==> src/rtl/fifo_ptr_pkg.sv <==
// Shared pointer helpers for the async FIFO write/read pointer blocks.
// Holds Gray<->binary conversion functions and the legal synchronizer depth range.
// Functions work on a fixed maximum width; callers size-cast in and out.
package fifo_ptr_pkg;

    localparam int SYNC_STAGES_MIN = 2;
    localparam int SYNC_STAGES_MAX = 4;
    localparam int PTR_MAXW        = 32;

    // Zero-extension is harmless for both conversions: leading zeros stay zero
    // in Gray and contribute nothing to the prefix-XOR of gray2bin.
    function automatic logic [PTR_MAXW-1:0] bin2gray(input logic [PTR_MAXW-1:0] bin);
        return bin ^ (bin >> 1);
    endfunction

    function automatic logic [PTR_MAXW-1:0] gray2bin(input logic [PTR_MAXW-1:0] gray);
        logic [PTR_MAXW-1:0] bin;
        bin[PTR_MAXW-1] = gray[PTR_MAXW-1];
        for (int i = PTR_MAXW - 2; i >= 0; i--) begin
            bin[i] = bin[i+1] ^ gray[i];
        end
        return bin;
    endfunction

    // Out-of-range synchronizer depths are pulled back into the legal range.
    function automatic int clamp_sync_stages(input int n);
        if (n < SYNC_STAGES_MIN) return SYNC_STAGES_MIN;
        if (n > SYNC_STAGES_MAX) return SYNC_STAGES_MAX;
        return n;
    endfunction

endpackage

==> src/rtl/wptr_full_prog_if.sv <==
// Write-side pointer/flag bundle of the async FIFO.
// master: write-domain client (drives winc, rptr_gray, afull_thresh, ovf_clr).
// slave: wptr_full_prog (drives wfull, wafull, waddr, wptr, wlevel, ovf, drop_cnt).
interface wptr_full_prog_if #(
    parameter int ADDRSIZE = 4,
    parameter int DROPW    = 16
);
    logic                winc;
    logic [ADDRSIZE:0]   rptr_gray;
    logic [ADDRSIZE:0]   afull_thresh;
    logic                ovf_clr;
    logic                wfull;
    logic                wafull;
    logic [ADDRSIZE-1:0] waddr;
    logic [ADDRSIZE:0]   wptr;
    logic [ADDRSIZE:0]   wlevel;
    logic                ovf;
    logic [DROPW-1:0]    drop_cnt;

    modport master (
        output winc, rptr_gray, afull_thresh, ovf_clr,
        input  wfull, wafull, waddr, wptr, wlevel, ovf, drop_cnt
    );

    modport slave (
        input  winc, rptr_gray, afull_thresh, ovf_clr,
        output wfull, wafull, waddr, wptr, wlevel, ovf, drop_cnt
    );
endinterface

==> src/rtl/sync_ff.sv <==
// Multi-flop synchronizer for a Gray-coded bus crossing into clk_i.
// Ports: clk_i, rst_i (async active-high), d_i (foreign-domain bus), q_o (synchronized).
// Latency: STAGES clk_i edges from d_i to q_o.
module sync_ff #(
    parameter int STAGES = 2,
    parameter int WIDTH  = 1
) (
    input  logic             clk_i,
    input  logic             rst_i,
    input  logic [WIDTH-1:0] d_i,
    output logic [WIDTH-1:0] q_o
);

    logic [WIDTH-1:0] sync_q [STAGES];

    always_ff @(posedge clk_i or posedge rst_i) begin
        if (rst_i) begin
            for (int i = 0; i < STAGES; i++) begin
                sync_q[i] <= '0;
            end
        end else begin
            sync_q[0] <= d_i;
            for (int i = 1; i < STAGES; i++) begin
                sync_q[i] <= sync_q[i-1];
            end
        end
    end

    assign q_o = sync_q[STAGES-1];

endmodule

==> src/rtl/wptr_full_prog.sv <==
// Async FIFO write-pointer / full-flag block with programmable almost-full and overflow tracking.
// Ports: wclk, wrst (async active-high); wif (slave) carries winc, rptr_gray, afull_thresh,
//   ovf_clr in and wfull, wafull, waddr, wptr, wlevel, ovf, drop_cnt out.
// Latency: writes show in flags/level 1 edge later; read advances SYNC_STAGES+1 edges later.
// Backpressure: winc while wfull is dropped, counted in drop_cnt (saturating), and sets sticky ovf.
module wptr_full_prog
    import fifo_ptr_pkg::*;
#(
    parameter int ADDRSIZE    = 4,
    parameter int SYNC_STAGES = 2,
    parameter int DROPW       = 16
) (
    input  logic          wclk,
    input  logic          wrst,
    wptr_full_prog_if.slave wif
);

    localparam int              PW        = ADDRSIZE + 1;
    localparam int              SYNC_N    = clamp_sync_stages(SYNC_STAGES);
    localparam logic [PW-1:0]   DEPTH_LVL = {1'b1, {ADDRSIZE{1'b0}}};
    localparam logic [DROPW-1:0] DROP_MAX = '1;

    logic [PW-1:0]    wq_rptr;
    logic [PW-1:0]    rbin_s;

    logic [PW-1:0]    wbin_q,     wbin_d;
    logic [PW-1:0]    wptr_q,     wptr_d;
    logic [PW-1:0]    wlevel_q,   wlevel_d;
    logic             wfull_q,    wfull_d;
    logic             wafull_q,   wafull_d;
    logic             ovf_q,      ovf_d;
    logic [DROPW-1:0] drop_cnt_q, drop_cnt_d;

    logic             wr_ok;
    logic             wr_rej;

    sync_ff #(
        .STAGES (SYNC_N),
        .WIDTH  (PW)
    ) u_rptr_sync (
        .clk_i  (wclk),
        .rst_i  (wrst),
        .d_i    (wif.rptr_gray),
        .q_o    (wq_rptr)
    );

    always_comb begin
        rbin_s     = PW'(gray2bin(PTR_MAXW'(wq_rptr)));
        wr_ok      = wif.winc & ~wfull_q;
        wr_rej     = wif.winc & wfull_q;

        wbin_d     = wbin_q + PW'(wr_ok);
        wptr_d     = PW'(bin2gray(PTR_MAXW'(wbin_d)));
        // Modulo subtraction keeps the level correct across the pointer wrap.
        wlevel_d   = wbin_d - rbin_s;
        // Level == DEPTH is the same condition as the classic Gray test
        // (top two bits inverted, remaining bits equal), but reads more plainly.
        wfull_d    = (wlevel_d == DEPTH_LVL);
        wafull_d   = (wlevel_d >= wif.afull_thresh);

        ovf_d      = ovf_q;
        drop_cnt_d = drop_cnt_q;
        // A rejected write in the same cycle as ovf_clr wins: it is the first
        // drop of the fresh counting window.
        if (wr_rej) begin
            ovf_d = 1'b1;
            if (wif.ovf_clr) begin
                drop_cnt_d = DROPW'(1);
            end else if (drop_cnt_q != DROP_MAX) begin
                drop_cnt_d = drop_cnt_q + DROPW'(1);
            end
        end else if (wif.ovf_clr) begin
            ovf_d      = 1'b0;
            drop_cnt_d = '0;
        end
    end

    always_ff @(posedge wclk or posedge wrst) begin
        if (wrst) begin
            wbin_q     <= '0;
            wptr_q     <= '0;
            wlevel_q   <= '0;
            wfull_q    <= 1'b0;
            wafull_q   <= 1'b0;
            ovf_q      <= 1'b0;
            drop_cnt_q <= '0;
        end else begin
            wbin_q     <= wbin_d;
            wptr_q     <= wptr_d;
            wlevel_q   <= wlevel_d;
            wfull_q    <= wfull_d;
            wafull_q   <= wafull_d;
            ovf_q      <= ovf_d;
            drop_cnt_q <= drop_cnt_d;
        end
    end

    assign wif.waddr    = wbin_q[ADDRSIZE-1:0];
    assign wif.wptr     = wptr_q;
    assign wif.wlevel   = wlevel_q;
    assign wif.wfull    = wfull_q;
    assign wif.wafull   = wafull_q;
    assign wif.ovf      = ovf_q;
    assign wif.drop_cnt = drop_cnt_q;

endmodule

==> src/flat_wrapper.sv <==
// flat-port wrapper written by rule: the top's interface ports become plain ports
module wptr_full_prog_flat import fifo_ptr_pkg::*;
#(
    parameter int ADDRSIZE    = 4,
    parameter int SYNC_STAGES = 2,
    parameter int DROPW       = 16
)
  (wclk, wrst, wif_winc, wif_rptr_gray, wif_afull_thresh, wif_ovf_clr, wif_wfull, wif_wafull, wif_waddr, wif_wptr, wif_wlevel, wif_ovf, wif_drop_cnt);
  wptr_full_prog_if #(.ADDRSIZE(ADDRSIZE), .DROPW(DROPW)) wif_i ();
  input  logic wclk;
  input  logic wrst;
  input wire logic [$bits(wif_i.winc)-1:0] wif_winc;
  input wire logic [$bits(wif_i.rptr_gray)-1:0] wif_rptr_gray;
  input wire logic [$bits(wif_i.afull_thresh)-1:0] wif_afull_thresh;
  input wire logic [$bits(wif_i.ovf_clr)-1:0] wif_ovf_clr;
  output wire logic [$bits(wif_i.wfull)-1:0] wif_wfull;
  output wire logic [$bits(wif_i.wafull)-1:0] wif_wafull;
  output wire logic [$bits(wif_i.waddr)-1:0] wif_waddr;
  output wire logic [$bits(wif_i.wptr)-1:0] wif_wptr;
  output wire logic [$bits(wif_i.wlevel)-1:0] wif_wlevel;
  output wire logic [$bits(wif_i.ovf)-1:0] wif_ovf;
  output wire logic [$bits(wif_i.drop_cnt)-1:0] wif_drop_cnt;
  assign wif_i.winc = wif_winc;
  assign wif_i.rptr_gray = wif_rptr_gray;
  assign wif_i.afull_thresh = wif_afull_thresh;
  assign wif_i.ovf_clr = wif_ovf_clr;
  assign wif_wfull = wif_i.wfull;
  assign wif_wafull = wif_i.wafull;
  assign wif_waddr = wif_i.waddr;
  assign wif_wptr = wif_i.wptr;
  assign wif_wlevel = wif_i.wlevel;
  assign wif_ovf = wif_i.ovf;
  assign wif_drop_cnt = wif_i.drop_cnt;
  wptr_full_prog #(.ADDRSIZE(ADDRSIZE), .SYNC_STAGES(SYNC_STAGES), .DROPW(DROPW)) u_core (.wclk(wclk), .wrst(wrst), .wif(wif_i));
endmodule
==> config.mk <==
export PLATFORM = sky130hd
export DESIGN_NAME = wptr_full_prog_flat
export DESIGN_NICKNAME = d
export VERILOG_FILES = /design/src/rtl/fifo_ptr_pkg.sv /design/src/rtl/wptr_full_prog_if.sv /design/src/rtl/sync_ff.sv /design/src/rtl/wptr_full_prog.sv /design/src/flat_wrapper.sv
export SDC_FILE = /design/constraint.sdc
export NUM_CORES = 1
export LEC_CHECK = 0
export ABC_CLOCK_PERIOD_IN_PS = 9000
export BUFFER_PORTS_ARGS = -buffer_cell sky130_fd_sc_hd__buf_4
export CORE_UTILIZATION = 50
export CTS_CLUSTER_DIAMETER = 50
export CTS_CLUSTER_SIZE = 8
export DETAILED_ROUTE_END_ITERATION = 8
export MAX_ROUTING_LAYER = met4
export PLACE_DENSITY = 0.75
export REMOVE_ABC_BUFFERS = 1
export SLEW_MARGIN = 20
export SYNTH_ARGS = -nofsm -noshare
export SYNTH_HDL_FRONTEND = slang
export SYNTH_HIERARCHICAL = 1
export SYNTH_SLANG_ARGS = --single-unit
==> constraint.sdc <==
create_clock -name wclk -period 9 [get_ports wclk]
set_clock_uncertainty 0.15 [all_clocks]
set_input_delay 0.45 -clock wclk [delete_from_list [all_inputs] [get_ports wclk]]
set_output_delay 0.45 -clock wclk [all_outputs]
set_load 0.02 [all_outputs]
==> results.yml <==
die:
  fp.dieW_um: 66.32
  rows: 23
  dieArea_mm2: 0.004398
  design.core.area_mm2: 0.003971
  start_util_pct: 52.08
  die_y_um: 66.32
  io_pins: 47
place:
  port_buffers: 46
  placed_cell_area_mm2: 0.002435
  gp_congestion: 0.8380
  dp_hpwl_um: 2760
layout:
  antennaDiodeCount: 0
  design_area_mm2: 0.002534
  final_cell_mix: "buf_4 (47), dfrtp_1 (43), nor2_1 (17), inv_1 (15), xor2_1 (13)"
  final_common_cell: "buf_4"
  fin_nets: 261
  layout-drive-gt1-share_pct: 25.96
  area_delta_synth_final_pct: 22.50
power_and_ir_drop:
  comb_power_share_pct: 50.5
  internal_power_mw: 0.4762
  p_seq_share_pct: 34.3
  p_leak_nw: 1.232
  p_per_area_mw_per_mm2: 310.3
  clkPwrFrac_pct: 15.1
  power.switching_mw: 0.3100
  worst_ir_drop_vdd_uv: 199.1
  swShare_pct: 39.43
run_status:
  status: "complete, no violations"
critical_path:
  cp-start-kind: "flip-flop"
  critPathLaunch: "u_core/u_rptr_sync/q_o[4]"
  cp.arrival_ns: 3.33
  r2r-start: "u_core/u_rptr_sync/q_o[4]"
  crit_required_ns: 9.04
  endpoint_kind: "flip-flop"
  worstPathMaxFanout: 3
  critPathKind: "flip-flop to flip-flop"
synth:
  synth.cell_area_mm2: 0.002068
  synth_adder_area_share_pct: 8.227
  synth_cells: 187
  synthSimpleGateAreaFrac_pct: 15.49
  ys.flop_type: "dfrtp_1"
  synth_top_family_by_area: "simple AND/OR/NAND/NOR gates"
  synth_area_leaders: "dfrtp_1 (52%), ha_1 (7.3%), xor2_1 (5.5%)"
  synth_edf_count: 0
  synth_compound_area_share_pct: 6.171
  yosysWarnings: 6
  synth_top_cell_by_area: "dfrtp_1"
  ys_ff_latch: 43
  synth-xor-area-share_pct: 12.52
  async_flop_share_pct: 100.0
  yosysTopAreaCellShare_pct: 52.03
  synthMuxAreaShare_pct: 0.4840
  yosysUniqueCellTypes: 33
  avgSynthCellArea_um2: 11.06
  yosysSeqAreaShare_pct: 52.03
cts:
  clkTransAtPathRegs_ns: 0.08
  clock_latency_ns: 0.29
  htree_levels: 2
  cts_buffers: 5
  cts_buffer_depth: 2
  root_buffer: "clkbuf_8"
  cts_sinks: 43
  cts_tree: "yes"
drt:
  first_iter_violations: 88
  drt-vias-per-instance: 5.063
  dr_total_vias: 1443
  firstDrtPassIters: 4
  drcViolationCount: 0
  ant_nets: 0
  totalWireLength_um: 3680
  wl_per_cell_um: 12.91
global_routing:
  grt_pass1_vias: 1401
  grt.overflow.total: 0
  grt_max_degree: 34
  grt_pass1_wl_um: 6051
  grtUsageTotal_pct: 19.11
  antenna_found_initial: 0
run:
  maxCapViolCount: 0
timing:
  tightest_slew_ns: 0.5112
  fin_crit_sh_pct: 36.65
  slew_headroom_pct: 65.74
  rsz0062_at_grt: "false"
  final_max_slew_viol_count: 0
  fmax_mhz: 303.2
  finalCriticalPeriod_ns: 3.298
  finalHoldViolations: 0
  finalSetupViolCount: 0
  fin_tns_setup_ns: 0
min_path:
  min-delay-path-class: "input port to flip-flop"
  hp-start: "wif_rptr_gray[1]"
==> flip-flops by register name, summed over array words and instances (netlist names) <==
signal	cells
u_core/wif.wptr	4
u_core/wif.wfull	1
u_core/wbin_q	5
u_core/wif.wlevel	5
u_core/u_rptr_sync/sync_q	5
u_core/wif.drop_cnt	16
u_core/wif.wafull	1
u_core/wif.ovf	1
u_core/u_rptr_sync/q_o	5
==> timing repair <==
item,CTS,global route
hold buffers,1,0
setup buffers,0,0
hold endpoints to repair,10,0
resized for setup,0,0
==> cell usage after synthesis, types with 2 or more instances <==
cell       n
o211ai_1   2
o21ai_1    2
buf_4      5
nand4_1    7
nor2b_1    2
nor2_1    17
a211oi_1   3
nand2b_1   4
nand2_1    9
dfrtp_1   43
ha_1      12
or2_2      2
inv_1     15
a21o_1     4
xnor2_1   12
o21ai_0    4
and4_1     2
clkbuf_1   3
a21oi_1    6
xor2_1    13
nand3_1    8
==> metrics by stage <==
| stage | total power, mW | instances | hold slack, ns | util [%] | worst slack, ns |
|---|---|---|---|---|---|
| detailed placement | 0.6742 | 276 | 0.1873 | 61.31 | 5.735 |
| finish | 0.7862 | 285 | 0.1126 | 63.80 | 5.702 |
| global placement | 0.6646 | 276 | 0.1816 | 61.31 | 5.788 |
| CTS | 0.7967 | 285 | 0.1004 | 63.80 | 5.720 |
| global route | 0.8484 | 285 | 0.09761 | 63.80 | 5.587 |
| floorplan | 0.5449 | 179 | 0.1402 | - | 5.972 |
==> path summary, 6_finish.rpt <==
kind                                                end  slack, ns  depth (start not counted)
setup / recovery                      u_core/wif.wafull       5.70                         10
max in group asynchronous        u_core/wif.drop_cnt[5]       7.74                          4
hold / removal             u_core/u_rptr_sync/sync_q[6]       0.11                          1
hold reg to reg               u_core/u_rptr_sync/q_o[2]       0.20                          0
min in group asynchronous     u_core/u_rptr_sync/q_o[0]       0.54                          3
setup reg to reg                      u_core/wif.wafull       5.70                         10
==> worst max-delay path, cell delays in order (launching register included) <==
cell     delay, ns
dfrtp_1       0.44
xnor3_2       0.43
xor2_1        0.29
xnor2_1       0.11
ha_1          0.21
fa_1          0.40
xnor2_1       0.37
ha_1          0.32
a21o_1        0.15
a21o_1        0.16
a21o_1        0.16
==> kinds of logic (layout without fill, tap and decap cells) <==
| logic type | after synthesis | after routing |
|---|---|---|
| AOI/OAI and AO/OA | 21 | 21 |
| buffers and inverters | 23 | 71 |
| muxes | 1 | 1 |
| and+or+nand+nor | 59 | 59 |
| DFF | 43 | 43 |
| xor gates and xnor gates | 27 | 27 |
| adders and majority gates | 13 | 13 |
==> power groups by stage <==
| stage | combinational (mW) | sequential [mW] | clock (mW) |
|---|---|---|---|
| after global routing | 0.443 | 0.275 | 0.131 |
| after detailed placement | 0.401 | 0.274 | 0 |
| final | 0.397 | 0.270 | 0.119 |
| after CTS | 0.402 | 0.271 | 0.124 |
| after global placement | 0.390 | 0.274 | 0 |
| after floorplan | 0.224 | 0.321 | 0 |
==> metal layers <==
layer  wire (µm)  up-vias  track usage [%]  share of wire [%]
met3         145        7            4.310                3.9
met1        1591      681            20.73                 43
met4          59        0            6.649                1.6
met2        1883       38            34.18                 51
met5           0        -                -                  0
li1            -      717                -                  -
==> cell type report <==
cell class	instances	area (µm²)
Clock buffer	5	68.82
Timing Repair Buffer	48	362.8
Sequential cell	43	1076
Inverter	15	56.30
Tap cell	50	62.56
Fill cell	345	1438
Multi-Input combinational cell	121	887.1
Clock inverter	3	20.02
No activity file was read; power rests on OpenSTA's default activity.
